**config.mk**
```make
export PLATFORM = sky130hd
export DESIGN_NAME = chunk_block_feeder
export DESIGN_NICKNAME = d
export VERILOG_FILES = /design/src/rtl/chunk_feed_pkg.sv /design/src/rtl/chunk_block_feeder_buffer.sv /design/src/rtl/chunk_block_feeder.sv
export SDC_FILE = /design/constraint.sdc
export NUM_CORES = 2
export LEC_CHECK = 0
export BUFFER_PORTS_ARGS = -buffer_cell sky130_fd_sc_hd__buf_2
export CAP_MARGIN = 20
export CELL_PAD_IN_SITES_DETAIL_PLACEMENT = 0
export CELL_PAD_IN_SITES_GLOBAL_PLACEMENT = 1
export CORE_MARGIN = 2
export CORE_UTILIZATION = 44
export DETAILED_ROUTE_END_ITERATION = 10
export PLACE_DENSITY = 0.85
export SYNTH_ARGS = -nofsm -noshare
export SYNTH_HDL_FRONTEND = slang
export SYNTH_HIERARCHICAL = 1
export SYNTH_SLANG_ARGS = --single-unit
```
**constraint.sdc**
```tcl
create_clock -name Clk -period 16.7 [get_ports Clk]
set_clock_uncertainty 0.1 [all_clocks]
set_input_delay 3.34 -clock Clk [delete_from_list [all_inputs] [get_ports Clk]]
set_output_delay 3.34 -clock Clk [all_outputs]
set_load 0.005 [all_outputs]
```
**src/rtl/chunk_feed_pkg.sv**
```systemverilog
// Shared types and constants for the chunk block feeder.
package chunk_feed_pkg;

    typedef enum logic [1:0] {
        IDLE  = 2'd0,
        FIRST = 2'd1,
        RUN   = 2'd2
    } feed_state_t;

    localparam int BLOCK_WORDS = 16;
    localparam int BLOCK_BYTES = 64;
    localparam int BYTE_CNT_W  = 11;
    localparam int MAX_BYTES   = 1024;

    // Keeps only the bytes of the final word that belong to the chunk.
    function automatic logic [31:0] last_word_mask(input logic [1:0] byte_num_lsb);
        logic [31:0] mask_s;
        case (byte_num_lsb)
            2'd1:    mask_s = 32'h0000_00ff;
            2'd2:    mask_s = 32'h0000_ffff;
            2'd3:    mask_s = 32'h00ff_ffff;
            default: mask_s = 32'hffff_ffff;
        endcase
        return mask_s;
    endfunction

endpackage

```
**src/rtl/chunk_block_feeder_buffer.sv**
```systemverilog
// One 16-word message block register file with word writes, clear and full flag.
module block_buffer
    import chunk_feed_pkg::*;
(
    input  logic         Clk,
    input  logic         Rst,
    input  logic         Clr,
    input  logic         Wr_En,
    input  logic [3:0]   Wr_Idx,
    input  logic [31:0]  Wr_Data,
    input  logic         Wr_Last,
    input  logic         Mark_Full,
    output logic [511:0] Msg,
    output logic         Full
);

    logic [31:0] mem_r [BLOCK_WORDS];
    logic        full_r;

    // Word storage and full flag; clear takes priority over writes.
    always_ff @(posedge Clk or posedge Rst) begin
        if (Rst) begin
            for (int i = 0; i < BLOCK_WORDS; i++) begin
                mem_r[i] <= 32'h0000_0000;
            end
            full_r <= 1'b0;
        end else if (Clr) begin
            for (int i = 0; i < BLOCK_WORDS; i++) begin
                mem_r[i] <= 32'h0000_0000;
            end
            full_r <= 1'b0;
        end else begin
            if (Wr_En) begin
                mem_r[Wr_Idx] <= Wr_Data;
            end
            if ((Wr_En && ((Wr_Idx == 4'd15) || Wr_Last)) || Mark_Full) begin
                full_r <= 1'b1;
            end
        end
    end

    for (genvar g = 0; g < BLOCK_WORDS; g++) begin : g_msg
        assign Msg[g*32 +: 32] = mem_r[g];
    end

    assign Full = full_r;

endmodule

```
**src/rtl/chunk_block_feeder.sv**
```systemverilog
// Assembles a 32-bit word stream into 64-byte blocks in a ping-pong buffer
// and presents them one at a time to the chunk hasher.
module chunk_block_feeder
    import chunk_feed_pkg::*;
(
    input  logic         Clk,
    input  logic         Rst,
    input  logic         Start_I,
    input  logic [10:0]  Byte_num_I,
    input  logic [31:0]  Data_I,
    input  logic         Data_Vld_I,
    output logic         Data_Rdy_O,
    input  logic         Next_I,
    output logic         Update_O,
    output logic         Clear_O,
    output logic [511:0] Msg_O,
    output logic [10:0]  Byte_num_O,
    output logic         Blk_Vld_O,
    output logic         Busy_O,
    output logic         Underrun_O
);

    feed_state_t  state_r;
    logic         rd_sel_r;
    logic         wr_sel_r;
    logic         pending_r;
    logic         update_r;
    logic         clear_r;
    logic         blk_vld_r;
    logic         busy_r;
    logic         underrun_r;
    logic [10:0]  byte_num_r;
    logic [10:0]  words_total_r;
    logic [10:0]  words_rcvd_r;
    logic [10:0]  blocks_total_r;
    logic [10:0]  blk_idx_r;

    logic [10:0]  byte_num_clamp_s;
    logic [10:0]  words_total_s;
    logic [10:0]  blk_sum_s;
    logic [10:0]  blocks_total_s;
    logic         full0_s;
    logic         full1_s;
    logic [511:0] msg0_s;
    logic [511:0] msg1_s;
    logic         fill_full_s;
    logic         data_rdy_s;
    logic         hs_s;
    logic         last_word_s;
    logic [31:0]  wr_data_s;
    logic         complete_s;
    logic         empty_chunk_s;
    logic         first_done_s;
    logic         in_run_s;
    logic         last_blk_s;
    logic         pend_s;
    logic         next_ready_s;
    logic         finish_s;
    logic         swap_s;
    logic         starve_s;

    assign byte_num_clamp_s = (Byte_num_I > 11'd1024) ? 11'd1024 : Byte_num_I;
    assign words_total_s    = (byte_num_clamp_s + 11'd3) >> 2;
    assign blk_sum_s        = (words_total_s + 11'd15) >> 4;
    assign blocks_total_s   = (blk_sum_s == 11'd0) ? 11'd1 : blk_sum_s;

    assign fill_full_s = wr_sel_r ? full1_s : full0_s;
    assign data_rdy_s  = (state_r != IDLE) && !fill_full_s && (words_rcvd_r < words_total_r);
    assign hs_s        = data_rdy_s && Data_Vld_I && !Start_I;
    assign last_word_s = ((words_rcvd_r + 11'd1) == words_total_r);
    assign wr_data_s   = last_word_s ? (Data_I & last_word_mask(byte_num_r[1:0])) : Data_I;
    // Word index inside a block is simply the low bits of the running word count.
    assign complete_s  = hs_s && ((words_rcvd_r[3:0] == 4'd15) || last_word_s);

    assign empty_chunk_s = (state_r == FIRST) && (words_total_r == 11'd0) && !Start_I;
    assign first_done_s  = (state_r == FIRST) && !Start_I && (complete_s || (words_total_r == 11'd0));
    assign in_run_s      = (state_r == RUN) && !Start_I;
    assign last_blk_s    = (blk_idx_r == (blocks_total_r - 11'd1));
    assign pend_s        = pending_r || Next_I;
    // A word completing the fill buffer in the same cycle counts as full.
    assign next_ready_s  = fill_full_s || complete_s;
    assign finish_s      = in_run_s && Next_I && last_blk_s;
    assign swap_s        = in_run_s && !last_blk_s && pend_s && next_ready_s;
    assign starve_s      = in_run_s && !last_blk_s && pend_s && !next_ready_s;

    block_buffer u_buf0 (
        .Clk       (Clk),
        .Rst       (Rst),
        .Clr       (Start_I || (swap_s && !rd_sel_r)),
        .Wr_En     (hs_s && !wr_sel_r),
        .Wr_Idx    (words_rcvd_r[3:0]),
        .Wr_Data   (wr_data_s),
        .Wr_Last   (last_word_s),
        .Mark_Full (empty_chunk_s),
        .Msg       (msg0_s),
        .Full      (full0_s)
    );

    block_buffer u_buf1 (
        .Clk       (Clk),
        .Rst       (Rst),
        .Clr       (Start_I || (swap_s && rd_sel_r)),
        .Wr_En     (hs_s && wr_sel_r),
        .Wr_Idx    (words_rcvd_r[3:0]),
        .Wr_Data   (wr_data_s),
        .Wr_Last   (last_word_s),
        .Mark_Full (1'b0),
        .Msg       (msg1_s),
        .Full      (full1_s)
    );

    // Control FSM with counters and registered status outputs.
    always_ff @(posedge Clk or posedge Rst) begin
        if (Rst) begin
            state_r        <= IDLE;
            rd_sel_r       <= 1'b0;
            wr_sel_r       <= 1'b0;
            pending_r      <= 1'b0;
            update_r       <= 1'b0;
            clear_r        <= 1'b0;
            blk_vld_r      <= 1'b0;
            busy_r         <= 1'b0;
            underrun_r     <= 1'b0;
            byte_num_r     <= 11'd0;
            words_total_r  <= 11'd0;
            words_rcvd_r   <= 11'd0;
            blocks_total_r <= 11'd0;
            blk_idx_r      <= 11'd0;
        end else begin
            update_r <= 1'b0;
            clear_r  <= 1'b0;
            if (Start_I) begin
                clear_r        <= (state_r != IDLE);
                state_r        <= FIRST;
                byte_num_r     <= byte_num_clamp_s;
                words_total_r  <= words_total_s;
                blocks_total_r <= blocks_total_s;
                words_rcvd_r   <= 11'd0;
                blk_idx_r      <= 11'd0;
                rd_sel_r       <= 1'b0;
                wr_sel_r       <= 1'b0;
                pending_r      <= 1'b0;
                blk_vld_r      <= 1'b0;
                busy_r         <= 1'b1;
                underrun_r     <= 1'b0;
            end else begin
                if (hs_s) begin
                    words_rcvd_r <= words_rcvd_r + 11'd1;
                end
                case (state_r)
                    IDLE: begin
                        busy_r <= 1'b0;
                    end
                    FIRST: begin
                        if (first_done_s) begin
                            state_r   <= RUN;
                            update_r  <= 1'b1;
                            blk_vld_r <= 1'b1;
                            wr_sel_r  <= 1'b1;
                        end
                    end
                    RUN: begin
                        if (finish_s) begin
                            state_r   <= IDLE;
                            blk_vld_r <= 1'b0;
                            busy_r    <= 1'b0;
                        end else if (swap_s) begin
                            rd_sel_r  <= wr_sel_r;
                            wr_sel_r  <= rd_sel_r;
                            pending_r <= 1'b0;
                            blk_vld_r <= 1'b1;
                            blk_idx_r <= blk_idx_r + 11'd1;
                        end else if (starve_s) begin
                            pending_r  <= 1'b1;
                            blk_vld_r  <= 1'b0;
                            underrun_r <= 1'b1;
                        end
                    end
                    default: begin
                        state_r <= IDLE;
                    end
                endcase
            end
        end
    end

    assign Data_Rdy_O = data_rdy_s;
    assign Msg_O      = rd_sel_r ? msg1_s : msg0_s;
    assign Update_O   = update_r;
    assign Clear_O    = clear_r;
    assign Byte_num_O = byte_num_r;
    assign Blk_Vld_O  = blk_vld_r;
    assign Busy_O     = busy_r;
    assign Underrun_O = underrun_r;

endmodule

```
# Word level (Yosys, flattened, before mapping)
# Cells that the tools add are included.
# classes
n_mux	58
n_eq_ne	16
n_reduce_logical	58
magnitude_cmp	4
n_bitwise	2
n_addsub	5
# ops
op	n
$mux 512	5
$bwmux 512	2
$demux 32 s4	1
$pmux 32 s3	1
$mux 11	7
$mux 32	2
$and 32x32->32	1
$mux 1	32
$logic_and 1x1->1	23
$add 11x1->11 const B	2
$logic_not 11->1	2
$reduce_bool 2->1	9
$ne 3x3->1 const B	4
$reduce_and 3->1	4
$add 11x2->11 const B	1
$eq 11x11->1	1
$eq 11x9->1	1
$gt 11x11->1 const B	1
$lt 11x9->1	1
$sub 11x1->11 const B	1
$add 9x4->10 const B	1
$reduce_bool 3->1	3
$reduce_and 4->1	2
$logic_or 1x1->1	7
15 further kinds	29
# totals
output_inout_bits	529
reg_bits	1089
in_bits	48
elab_cells	191

# Longest topological paths before layout
# depth
word_depth	15
depth_mapped	14

# Cells and area by module
# Netlist, hierarchy kept.
# by_module_without_submodules
mod	seq_area_each_um2	instances	area_each_um2	cells_per_inst
block_buffer	12837.3	2	22455.3	1776
chunk_block_feeder	1451.4	1	9836.9	1000

# Least setup slack after synthesis
# No wires, ideal clock.
# synth_path
path_type	input-to-reg
startpoint	input port Start_I
endpoint	register u_buf0.mem_r, in the netlist u_buf0/Msg[127]
path_buffers	4
setup_time_ns	0.131
arrival_time_ns	5.466
path_stages	9
path_slack_ns	11.003
required_time_ns	16.469
cell_sequence	clkbuf_1 or4_4 a21o_4 o21bai_1 buf_2 clkbuf_1 clkbuf_1 nand2b_1 mux2i_1
# synth_via
elab_chain_len	8
word_cells_on_any_way	13
# synth_rtl
item	line_no	text
start: declaration	chunk_block_feeder.sv:8	input logic Start_I,
$logic_not 1->1	chunk_block_feeder.sv:69, chunk_block_feeder.sv:77	
$logic_and 1x1->1 (on tied branches)	chunk_block_feeder.sv:77, chunk_block_feeder.sv:69	
$logic_and 1x1->1 (on tied branches)	chunk_block_feeder.sv:83, chunk_block_feeder.sv:73	
$logic_and 1x1->1 / $logic_or 1x1->1 (equally long branches)	chunk_block_feeder.sv:83, chunk_block_feeder.sv:81	
$logic_and 1x1->1	chunk_block_feeder.sv:83	assign swap_s = in_run_s && !last_blk_s && pend_s && next_ready_s;
$logic_and 1x1->1	chunk_block_feeder.sv:89	.Clr (Start_I || (swap_s && !rd_sel_r)),
$logic_or 1x1->1	chunk_block_feeder.sv:89	
$mux 512 / $reduce_bool 2->1 (equally long branches)	n/a	
end signal: indexed assignment	chunk_block_feeder_buffer.sv:34	mem_r[Wr_Idx] <= Wr_Data;
end: declaration	chunk_block_feeder_buffer.sv:17	logic [31:0] mem_r [BLOCK_WORDS];
# Parallel ways exist; a longest one is shown, timed or not.
# A chain may end at the register's enable or synchronous reset.

# Worst setup path after layout
# layout_path
startpoint	input port Data_Vld_I
endpoint	register u_buf1.mem_r, in the netlist u_buf1/Msg[169]
# layout_via
elab_chain_len	8
word_cells_on_any_way	10
# layout_rtl
item	line_no	text
start: declaration	chunk_block_feeder.sv:11	input logic Data_Vld_I,
$logic_and 1x1->1 * (2 in series)	chunk_block_feeder.sv:69	assign hs_s = data_rdy_s && Data_Vld_I && !Start_I;
$logic_and 1x1->1	chunk_block_feeder.sv:73	assign complete_s = hs_s && ((words_rcvd_r[3:0] == 4'd15) || last_word_s);
$logic_or 1x1->1	chunk_block_feeder.sv:81	assign next_ready_s = fill_full_s || complete_s;
$logic_and 1x1->1	chunk_block_feeder.sv:83	
$logic_and 1x1->1	chunk_block_feeder.sv:102	.Clr (Start_I || (swap_s && rd_sel_r)),
$logic_or 1x1->1	chunk_block_feeder.sv:102	
$mux 512 / $reduce_bool 2->1 (equally long branches)	n/a	
end signal: indexed assignment	chunk_block_feeder_buffer.sv:34	
end: declaration	chunk_block_feeder_buffer.sv:17	
# Every way passes the cells marked *; elsewhere a longest branch is shown, timed or not.

==> impl_metrics.tcl <==
set metrics [dict create \
    status "completed" \
    io_buffers 576 \
    arrival_ns 8.14 \
    std_cell_rows 129 \
    p_leak_nw 35.4 \
    grt_max_degree 219 \
    worst_setup_path_end_kind "flop" \
    worstReg2RegEnd "u_buf1/Msg[169]" \
    io_pins 577 \
    cts_sinks 1084 \
    worstHoldStart "Busy_O" \
    utilization_pct 50.5 \
    cts_made_buffers 117 \
    synth_top_cell_by_area "dfrtp_1" \
    worst-slew-pin-transition_ns 1.19 \
    setup_viol 0 \
    synth_seq_area_share_pct 49.5 \
    irDropWorstVdd_uv 75.5 \
    powerDensity_mw_per_mm2 90.2 \
    worst-path-max-fanout 108 \
    core_area_mm2 0.124 \
    critical-path-max-stage-delay_ns 0.89 \
    synthesis.area_mm2 0.0547 \
    cp_slowest_cell "buf_4" \
    syn_to_final_growth_pct 14.0 \
    postRouteAntennaNets 0 \
    clk_pin_slew_ns 0.06 \
    start_kind "primary input" \
    fp.dieArea_mm2 0.127 \
    clockBufferDepth 3 \
    place_inst 6408 \
    finalCritPeriodShare_pct 46.2 \
    finalNonFillerCells 6638 \
    htree_levels 3 \
    clockRootBuffer "clkbuf_16" \
    initial_core_util_pct 44.3 \
    drt_iter0_drc 3011 \
    reg2regPathDepth 13 \
    hold_viol 0 \
    synth_top_area_share_pct 49.5 \
    critPathRequiredTime_ns 17.11 \
    maxCapViolCount 0 \
    syn_avg_cell_area_um2 12.0 \
    clk-insertion-delay-late_ns 0.71 \
    grt_pass1_vias 37800 \
    fin_tns_setup_ns 0 \
    nets 4960 \
    post_cts_resized 0 \
    cts_tree "built" \
    post_cts.repair.setup_buffers 0 \
    hold-path-cell-count 1 \
    ctsHoldBuffers 0 \
    rsz0062_at_grt "false" \
    hold_class "flop to flop" \
    grtUsageTotal_pct 26.9 \
    firstDrtPassIters 5 \
    async_reset_ff_share_pct 100 \
    die_w_um 357 \
    slew_viol_final 0 \
    nFillCells 10900 \
    syn_nets 4614 \
    maxSlewHeadroom_pct 20.3 \
    gr-total-overflow 0 \
    place.gp.congestion 0.808 \
    drcViolationCount 0 \
    min_to "Busy_O" \
    via_per_inst 5.49 \
    layout_min_cycle_time_ns 7.72 \
    crit_chain "buf_2, nand3_1, or4_4, a21oi_4, a21o_4, buf_4, buf_4, buf_4, nand2b_1, mux2i_1" \
    synth.area.top_cells "dfrtp_1 (50%), mux2i_1 (19%), nand2b_1 (13%), mux2_2 (11%), clkbuf_1 (1.7%)" \
    crit_type "primary input to flop" \
    ys_types 70 \
    synth-edff-count 0 \
    ys.flop_type "dfrtp_1" \
    yosys_warnings 6 \
    ys_ff_latch 1084 \
    fmax_mhz 129 \
    regArea_mm2 0.0271 \
    vias 36500 \
    grt_antenna_before_repair 11 \
    place_hpwl_um 107000 \
    routed_wl_um 174000 \
    synthCells 4552 \
    rrSetupSlack_ns 9.40 \
    wl_per_cell_um 26.2 \
    grt_pass1_wl_um 256000 \
    path_common_cell "buf_4" \
    r2r-start "words_rcvd_r[1]" \
    die_y_um 357 \
    drive_above_1_share_pct 28.5 \
    multi_input_area_mm2 0.0255 \
]
## metal layers
metal	GRT usage (%)	wire length, um	part of all wire, %
met2	40.4	77400	44
met4	8.97	5470	3.1
met5	0	8	0.0046
met1	39.1	79400	46
met3	4.94	11800	6.8
## Yosys cell counts (all sizes together) (2+ instances only)
cell type / number
mux2i: 1028
nor2b: 25
nor3b: 6
nor3: 13
or4: 3
a21oi: 21
a211oi: 5
a31oi: 3
o211ai: 2
o22a: 2
nand2: 61
nand3: 17
a21o: 5
dfrtp: 1084
a22oi: 2
or2: 2
and3: 10
nand4: 9
or3: 7
a2111o: 2
inv: 26
buf: 192
xor2: 21
mux2: 519
nor4: 4
a2111oi: 4
o22ai: 10
o21bai: 2
ha: 14
a41o: 2
a211o: 4
and2: 21
o21ai: 16
and3b: 6
nor2: 37
clkbuf: 242
xnor2: 17
nand2b: 1095
## worst max-delay path: cells and delay by family
| family | cells | cell delay (ns) |
|---|---|---|
| AND/OR/NAND/NOR | 3 | 1.27 |
| AO/OA/AOI/OAI | 2 | 0.89 |
| multiplexers | 1 | 0.08 |
| buffers and inverters | 4 | 2.36 |
## per-stage QoR
stage | setup slack (ns) | area (um2) | total power, mW | hold WS, ns
after CTS | 9.13 | 62300 | 5.68 | 0.391
after global placement | 8.45 | 58300 | 3.06 | 0.359
final | 8.98 | 62400 | 5.63 | 0.395
after global routing | 8.76 | 62400 | 5.82 | 0.406
after floorplan | 6.29 | 54800 | 2.93 | 0.360
after detailed placement | 8.39 | 58400 | 3.06 | 0.376
## placed cells by master, fill, tap and decap left out, types with 9 or more instances in the layout
master        n
o21ai_0      16
ha_1         14
dfrtp_1    1083
xor2_1       21
nor2_1       35
mux2_2      518
a21oi_1      20
clkbuf_1     35
nand2b_1   1095
nor2b_1      25
clkbuf_16   121
and3_1        9
nand2_2      23
mux2i_1    1028
nor3_1       12
clkinv_2     17
buf_2       576
o22ai_1      10
nand2_1      36
inv_1        23
buf_4        64
xnor2_1      17
nand3_1       9
clkbuf_8     31
buf_12        9
and2_1       19
## worst max-delay path by stage
| stage | startpoint | endpoint | slack (ns) | cells past startpoint |
|---|---|---|---|---|
| 6_report | Data_Vld_I | u_buf1/Msg[169] | 8.98 | 10 |
| 5_1_grt | Data_Vld_I | u_buf1/Msg[137] | 8.76 | 10 |
| 4_1_cts | Data_Vld_I | u_buf1/Msg[511] | 9.13 | 10 |
| 3_5_place_dp | Data_Vld_I | u_buf1/Msg[169] | 8.39 | 10 |
| 3_3_place_gp | Data_Vld_I | u_buf1/Msg[95] | 8.45 | 10 |
| 2_1_floorplan | Rst | u_buf0/Full | 6.29 | 1 |
## logic make-up (layout without fill, tap and decap cells)
group / Yosys count / count (layout) / share of synthesized area (%)
XOR/XNOR: 38 / 38 / 0.608
flip-flops: 1084 / 1084 / 49.5
other: 1 / 6 / 0.00685
AO/OA/AOI/OAI: 87 / 87 / 1.12
adder cells (fa/ha/maj): 14 / 14 / 0.320
buffers and inverters: 461 / 905 / 4.03
multiplexers: 1547 / 1547 / 29.5
AND/OR/NAND/NOR: 1320 / 1320 / 14.9
## sequential cells by signal, indices dropped and copies added, names as in the netlist, 2 cells and up
| signal | count |
|---|---|
| words_total_r | 9 |
| u_buf1/Msg | 512 |
| Byte_num_O | 11 |
| blk_idx_r | 11 |
| blocks_total_r | 6 |
| state_r | 2 |
| u_buf0/Msg | 512 |
| words_rcvd_r | 11 |
## power by group
| part | switching, mW | leakage [nW] | internal, mW | total [mW] |
|---|---|---|---|---|
| logic | 0.239 | 18.4 | 0.115 | 0.354 |
| registers | 0.0181 | 15.1 | 2.64 | 2.66 |
| clock network | 1.09 | 1.91 | 1.53 | 2.62 |
## area by class of cell
cell class / instances / area share (%)
Tap cell: 1637 / 3.28
Sequential cell: 1084 / 43.5
Clock buffer: 187 / 5.74
Antenna cell: 5 / 0.0200
Timing Repair Buffer: 661 / 6.04
Inverter: 27 / 0.174
Clock inverter: 30 / 0.475
Multi-Input combinational cell: 3007 / 40.8
(Power assumes the default switching activity.)
